### config.mk
export PLATFORM = sky130hd
export DESIGN_NAME = motors_cmd_issuer
export DESIGN_NICKNAME = d
export VERILOG_FILES = /design/src/rtl/motors_cmd_issuer.sv
export SDC_FILE = /design/constraint.sdc
export NUM_CORES = 1
export LEC_CHECK = 0
export CORE_ASPECT_RATIO = 1.25
export CORE_UTILIZATION = 40
export CTS_CLUSTER_DIAMETER = 80
export DETAILED_ROUTE_END_ITERATION = 16
export PLACE_DENSITY_LB_ADDON = 0.25
export SLEW_MARGIN = 20
export SYNTH_ARGS = -nofsm -noshare
export SYNTH_HDL_FRONTEND = slang
export SYNTH_SLANG_ARGS = --single-unit
export TNS_END_PERCENT = 20
### constraint.sdc
create_clock -name clk -period 18.4 [get_ports clk]
set_clock_uncertainty 0.2 [all_clocks]
set_input_delay 1.84 -clock clk [delete_from_list [all_inputs] [get_ports clk]]
set_output_delay 1.84 -clock clk [all_outputs]
set_load 0.1 [all_outputs]
### src/rtl/motors_cmd_issuer.sv
// Queues upstream move commands and hands them to the motors controller one at a time, tracking absolute X/Y position.
// Latency: a push into an idle block with mot_rdy=1 raises mot_trigger two clk_en cycles after the push cycle.
// Backpressure: cmd_ready drops while the FIFO is full; the issue side is paced by mot_rdy and mot_done.
module motors_cmd_issuer #(
  parameter int DEPTH            = 4,
  parameter int PULSE_NUM_X_BITS = 16,
  parameter int PULSE_NUM_Y_BITS = 16,
  parameter int POS_BITS         = 24
) (
  input  logic                        clk,
  input  logic                        reset,
  input  logic                        clk_en,
  input  logic                        cmd_valid,
  output logic                        cmd_ready,
  input  logic [PULSE_NUM_X_BITS-1:0] cmd_pulse_num_x,
  input  logic                        cmd_dir_x,
  input  logic [PULSE_NUM_Y_BITS-1:0] cmd_pulse_num_y,
  input  logic                        cmd_dir_y,
  input  logic                        cmd_servo_down,
  output logic [PULSE_NUM_X_BITS-1:0] mot_pulse_num_x,
  output logic                        mot_dir_x,
  output logic [PULSE_NUM_Y_BITS-1:0] mot_pulse_num_y,
  output logic                        mot_dir_y,
  output logic                        mot_servo_down,
  output logic                        mot_trigger,
  input  logic                        mot_rdy,
  input  logic                        mot_done,
  output logic                        busy,
  output logic signed [POS_BITS-1:0]  pos_x,
  output logic signed [POS_BITS-1:0]  pos_y
);

  localparam int AW = $clog2(DEPTH);
  localparam int CW = AW + 1;
  localparam int EW = PULSE_NUM_X_BITS + PULSE_NUM_Y_BITS + 3;
  localparam logic [CW-1:0] CNT_FULL = CW'(DEPTH);
  localparam logic [CW-1:0] CNT_ONE  = CW'(1);
  localparam logic [AW-1:0] PTR_ONE  = AW'(1);

  typedef enum logic [1:0] {IDLE, ISSUE, WAIT_DONE, COMMIT} state_t;

  state_t               state_q, state_d;
  logic [EW-1:0]        mem_q [DEPTH];
  logic [EW-1:0]        mem_d [DEPTH];
  logic [AW-1:0]        wr_ptr_q, wr_ptr_d;
  logic [AW-1:0]        rd_ptr_q, rd_ptr_d;
  logic [CW-1:0]        count_q, count_d;
  logic [EW-1:0]        fields_q, fields_d;
  logic [POS_BITS-1:0]  pos_x_q, pos_x_d;
  logic [POS_BITS-1:0]  pos_y_q, pos_y_d;

  logic                 push, pop, commit, fifo_empty;
  logic [EW-1:0]        cmd_entry;
  logic [POS_BITS-1:0]  step_x, step_y;

  assign cmd_entry  = {cmd_servo_down, cmd_dir_y, cmd_pulse_num_y, cmd_dir_x, cmd_pulse_num_x};
  assign fifo_empty = (count_q == '0);
  // Readiness comes from the registered count only, so a same-cycle pop never frees a slot.
  assign cmd_ready  = (count_q != CNT_FULL);
  assign push       = cmd_valid && cmd_ready && clk_en;
  assign busy       = !fifo_empty || (state_q != IDLE);

  assign {mot_servo_down, mot_dir_y, mot_pulse_num_y, mot_dir_x, mot_pulse_num_x} = fields_q;

  // Pulse counts are magnitudes; zero-extend before signed accumulation.
  assign step_x = {{(POS_BITS-PULSE_NUM_X_BITS){1'b0}}, mot_pulse_num_x};
  assign step_y = {{(POS_BITS-PULSE_NUM_Y_BITS){1'b0}}, mot_pulse_num_y};
  assign pos_x  = pos_x_q;
  assign pos_y  = pos_y_q;

  // FSM state register.
  always_ff @(posedge clk or posedge reset) begin
    if (reset) state_q <= IDLE;
    else       state_q <= state_d;
  end

  // FSM next state; everything freezes while clk_en is low.
  always_comb begin
    state_d = state_q;
    if (clk_en) begin
      case (state_q)
        IDLE:      if (!fifo_empty && mot_rdy) state_d = ISSUE;
        ISSUE:     state_d = WAIT_DONE;
        WAIT_DONE: if (mot_done) state_d = COMMIT;
        COMMIT:    state_d = IDLE;
        default:   state_d = IDLE;
      endcase
    end
  end

  // FSM outputs; trigger is gated by clk_en so it can never stretch over a stalled cycle.
  always_comb begin
    pop         = 1'b0;
    commit      = 1'b0;
    mot_trigger = 1'b0;
    if (clk_en) begin
      case (state_q)
        IDLE:    pop = !fifo_empty && mot_rdy;
        ISSUE:   mot_trigger = 1'b1;
        COMMIT:  commit = 1'b1;
        default: ;
      endcase
    end
  end

  // FIFO storage, pointers and occupancy.
  always_comb begin
    mem_d    = mem_q;
    wr_ptr_d = wr_ptr_q;
    rd_ptr_d = rd_ptr_q;
    count_d  = count_q;
    if (push) begin
      mem_d[wr_ptr_q] = cmd_entry;
      wr_ptr_d        = wr_ptr_q + PTR_ONE;
    end
    if (pop) rd_ptr_d = rd_ptr_q + PTR_ONE;
    case ({push, pop})
      2'b10:   count_d = count_q + CNT_ONE;
      2'b01:   count_d = count_q - CNT_ONE;
      default: count_d = count_q;
    endcase
  end

  // Field latch on pop and position accumulation on commit (two's-complement wrap).
  always_comb begin
    fields_d = pop ? mem_q[rd_ptr_q] : fields_q;
    pos_x_d  = pos_x_q;
    pos_y_d  = pos_y_q;
    if (commit) begin
      pos_x_d = mot_dir_x ? (pos_x_q + step_x) : (pos_x_q - step_x);
      pos_y_d = mot_dir_y ? (pos_y_q + step_y) : (pos_y_q - step_y);
    end
  end

  // Datapath registers.
  always_ff @(posedge clk or posedge reset) begin
    if (reset) begin
      for (int i = 0; i < DEPTH; i++) mem_q[i] <= '0;
      wr_ptr_q <= '0;
      rd_ptr_q <= '0;
      count_q  <= '0;
      fields_q <= '0;
      pos_x_q  <= '0;
      pos_y_q  <= '0;
    end else begin
      mem_q    <= mem_d;
      wr_ptr_q <= wr_ptr_d;
      rd_ptr_q <= rd_ptr_d;
      count_q  <= count_d;
      fields_q <= fields_d;
      pos_x_q  <= pos_x_d;
      pos_y_q  <= pos_y_d;
    end
  end

endmodule

Word-level counts from Yosys, hierarchy flattened. Cells that the tools add are included.

Add/subtract/negate cells: 8. Multipliers: 0. Divide/modulo/power cells: 0. Magnitude comparators: 3. Equality and inequality tests: 8. Shifts and indexed selects: 0. Muxes and demuxes: 18. Bitwise operators: 2. Reductions and logical operators: 11.

Operators with widths (number): $bwmux W140 (1); $mux W35 (3); $bmux W35 S2 (1); $demux W35 S2 (1); $add A24 B16 Y24 (2); $mux W24 (2); $sub A24 B16 Y24 (2); $pmux W2 S4 (1); $eq A2 B2 Y1 const B (3); $ge A3 B3 Y1 const B (2); $mux W1 (6); $not A2 Y3 (2); $pmux W3 S2 (1); $add A2 B1 Y2 const B (2); $eq A2 B1 Y1 const B (2); $logic_and A1 B1 Y1 (4); $mux W2 (2); $ne A2 B2 Y1 const B (2); $reduce_bool A2 Y1 (2); $add A3 B1 Y3 const B (1); $logic_not A3 Y1 (1); $lt A3 B1 Y1 const B (1); $ne A3 B3 Y1 const B (1); $reduce_and A3 Y1 (1); other kinds (4) (4).

Flip-flop bits (word level): 232. Bits in latches: 0. RAM bits: 0. Memory bits (read-only): 0. Bits of input ports: 41. Output and inout port bits: 86. Word-level logic and storage cells: 61. Memories kept: 0.

Logic depth before layout (Yosys ltp).
Word-level depth: 7. Depth in mapped cells: 15. Gate-level depth less buffers: 15.

Worst setup path after synthesis. Ideal clock, no wire load.

Kind: input to output. Start point: input clk_en. End point: output mot_trigger. Arrival: 2574 ps. Data required time: 16360 ps. Setup slack: 13786 ps. Cell stages on the path: 1. Path buffers: 0. Cells stage by stage: and2_1.

Cells in the longest elaborated chain, start to end: 1.

RTL lines: start: declaration (line 12) `input logic clk_en,`; $mux W1 (line 96) `if (clk_en) begin`; end: declaration (line 25) `output logic mot_trigger,`.

Every way passes these cells.

Worst setup path in the final report. Same ends and word-level chain as after synthesis.

==> metrics <==
Critical R2R Capture=pos_x[23]; Hold Crit Class=reg -> reg; Critical Path Sink Type=output port; Die Span Y=a little over 200 um; H-tree lvl count=1; synthesized area per cell=about 12 um^2; fraction of layout cells with a size suffix above 1=between 20 and 25%; most frequent cells in the layout=231 x dfrtp_1, 177 x mux2_2, 126 x clkdlybuf4s50_1; Clock Path Buffers=3; #FFs+latches synth=approximately 230; NumNets Final=roughly 1300; Top Layer Used=met4; synth warn=0; Post-Syn Instances=1105; Die Wd=roughly 160 um; most common cell after layout, fill and taps aside=dfrtp_1; Rel. slew slack=~29%; critical path class=in -> out; Core ar.=31700 um^2; DP HPWL=a little over 20 mm; mapped cell area=12900 um^2; Post-CTS Setup Bufs=0; Rows=between 70 and 80; Slew Limit Fails=0; # setup viols final=0; RSZ-0062 raised after global routing=false; reg2reg start=fields_q[2]; Syn-to-layout area delta=19.6%; cts hold-fix bufs=0; final hold slack=~0.26 ns; Max-Cap Viols=0; CTS resizes=0; status=finished clean; multi-input combinational cell area=6720 um^2; Cell variety after synth=61; IO Pins=between 100 and 150; RePlAce Congestion=0.873; Max FO, Critical Path=7; minimum clock period=approximately 5.9 ns; ys flop type=dfrtp_1; EDFF count, synth=0; Critical path origin=clk_en; Final Hold Viols=0; Clock Pin Slew Worst Setup and Hold Paths=roughly 0.060 ns; Worst EP required=16.36 ns; clock sinks=232; number of global-route vias before repair=8981; via count=between 8000 and 9000; R2R Setup Slk=14.17 ns; largest net degree at the start of global routing=~110; final WL=29.3 mm; register area share after synthesis=45.2%; Worst-Margin Slew=between 1 and 1.5 ns; met3 wire length=872 um; Num CTS Buffers=25; kind of start point of the critical path=primary input; number of iterations in the first detailed-routing pass=4; DR DRC count=0; Syn Nets=between 1000 and 1500; Fillers=2857; M1 wire length=about 13 mm; Initial Utilization=40.6%; routed wire length per instance=roughly 18 um; initial antenna violation count=1; CTS tree=done; Storage cell area=around 5800 um^2; GR Util All Layers=approximately 18%; FF-to-FF path depth=14; grt ovf=0; Final ANT Viol Nets=0; DR vias/cell=around 5.3; first-pass GRT wire length=48.2 mm; Tcrit/Tclk final=32.0%; die area=around 33000 um^2; Clock Tree Root=clkbuf_16; Setup TNS Final=0 ns; WP data arrival=between 3 and 4 ns; worst setup path endpoint=mot_trigger; Port Buffer Count=126; metal2 WL=approximately 14 mm; clock latency on the worst-skew pair=0.53 ns; Peak Freq=between 150 and 200 MHz; DR iter-0 viols=around 360; Post-synth ARST share=100%
==> synth_stat cells, types with 17 or more instances <==
| cell | number | share of area, % |
|---|---|---|
| buf_2 | 20 | 0.78 |
| nand3_1 | 17 | 0.66 |
| a21oi_1 | 63 | 2.5 |
| nand2_1 | 90 | 2.6 |
| clkbuf_1 | 25 | 0.73 |
| mux2_2 | 177 | 16 |
| inv_1 | 36 | 1.1 |
| xor2_1 | 41 | 2.8 |
| a21o_1 | 22 | 1.3 |
| xnor2_1 | 25 | 1.7 |
| dfrtp_1 | 232 | 45 |
| o21ai_0 | 63 | 2.5 |
| ha_1 | 65 | 6.3 |
| mux4_2 | 35 | 6.1 |
| nor3_1 | 17 | 0.66 |
| nor2_1 | 43 | 1.3 |
==> flip-flops by register name (all words and copies together) (netlist names) <==
signal	cells
fields_q	35
state_q	2
pos_y	24
rd_ptr_q	2
pos_x	24
mem_q	140
wr_ptr_q	2
count_q	3
==> worst min-delay path by stage <==
stage	slack (ns)	cells after the start	from	to
6_report	0.26	1	pos_y[23]	pos_y[23]
5_1_grt	0.29	1	pos_x[23]	pos_x[23]
4_1_cts	0.27	1	pos_y[23]	pos_y[23]
3_5_place_dp	0.26	1	pos_y[23]	pos_y[23]
3_3_place_gp	0.26	1	pos_y[23]	pos_y[23]
2_1_floorplan	0.26	1	count_q[2]	count_q[2]
==> worst max-delay path, stage by stage <==
cell,delay (ns)
clkdlybuf4s50_1,0.63
and2_1,0.18
clkdlybuf4s50_1,1.19
==> per-layer routing <==
| layer | vias up | GRT usage, % |
|---|---|---|
| li1 | 4256 | - |
| met1 | 4301 | 24.3 |
| met2 | 127 | 31.4 |
| met3 | 44 | 2.52 |
| met4 | 0 | 5.56 |
| met5 | - | 0 |
==> cell type report <==
cell class	count	area share (%)
Inverter	36	0.928
Tap cell	412	3.35
Clock buffer	33	4.59
Multi-Input combinational cell	790	43.7
Sequential cell	232	37.8
Antenna cell	1	0.0163
Timing Repair Buffer	137	8.74
Clock inverter	10	0.887
==> logic make-up (layout without fill, tap and decap cells) <==
kind of cell             count (synthesis)  after routing  share of synthesized area (%)
buffers and inverters                   83            216                           2.62
XOR/XNOR                                66             66                           4.50
flip-flops                             232            232                           45.2
other                                    0              1                              0
multiplexers                           214            214                           21.8
AND/OR/NAND/NOR                        226            226                           8.53
adder cells (fa/ha/maj)                 68             68                           6.79
AO/OA/AOI/OAI                          216            216                           10.6
==> through the flow <==
stage	std cells	setup slack (ns)	area, um^2	util (%)
finish	1651	12.51	15400	48.5
global route	1651	12.43	15400	48.5
CTS	1650	12.49	15400	48.5
detailed placement	1607	12.49	14500	45.8
global placement	1607	12.48	14500	45.8
floorplan	1105	10.0	12900	-
Power is left out: the tool's default activity adds up to more than one toggle a clock period on the data nets, which glitch-free logic cannot reach.
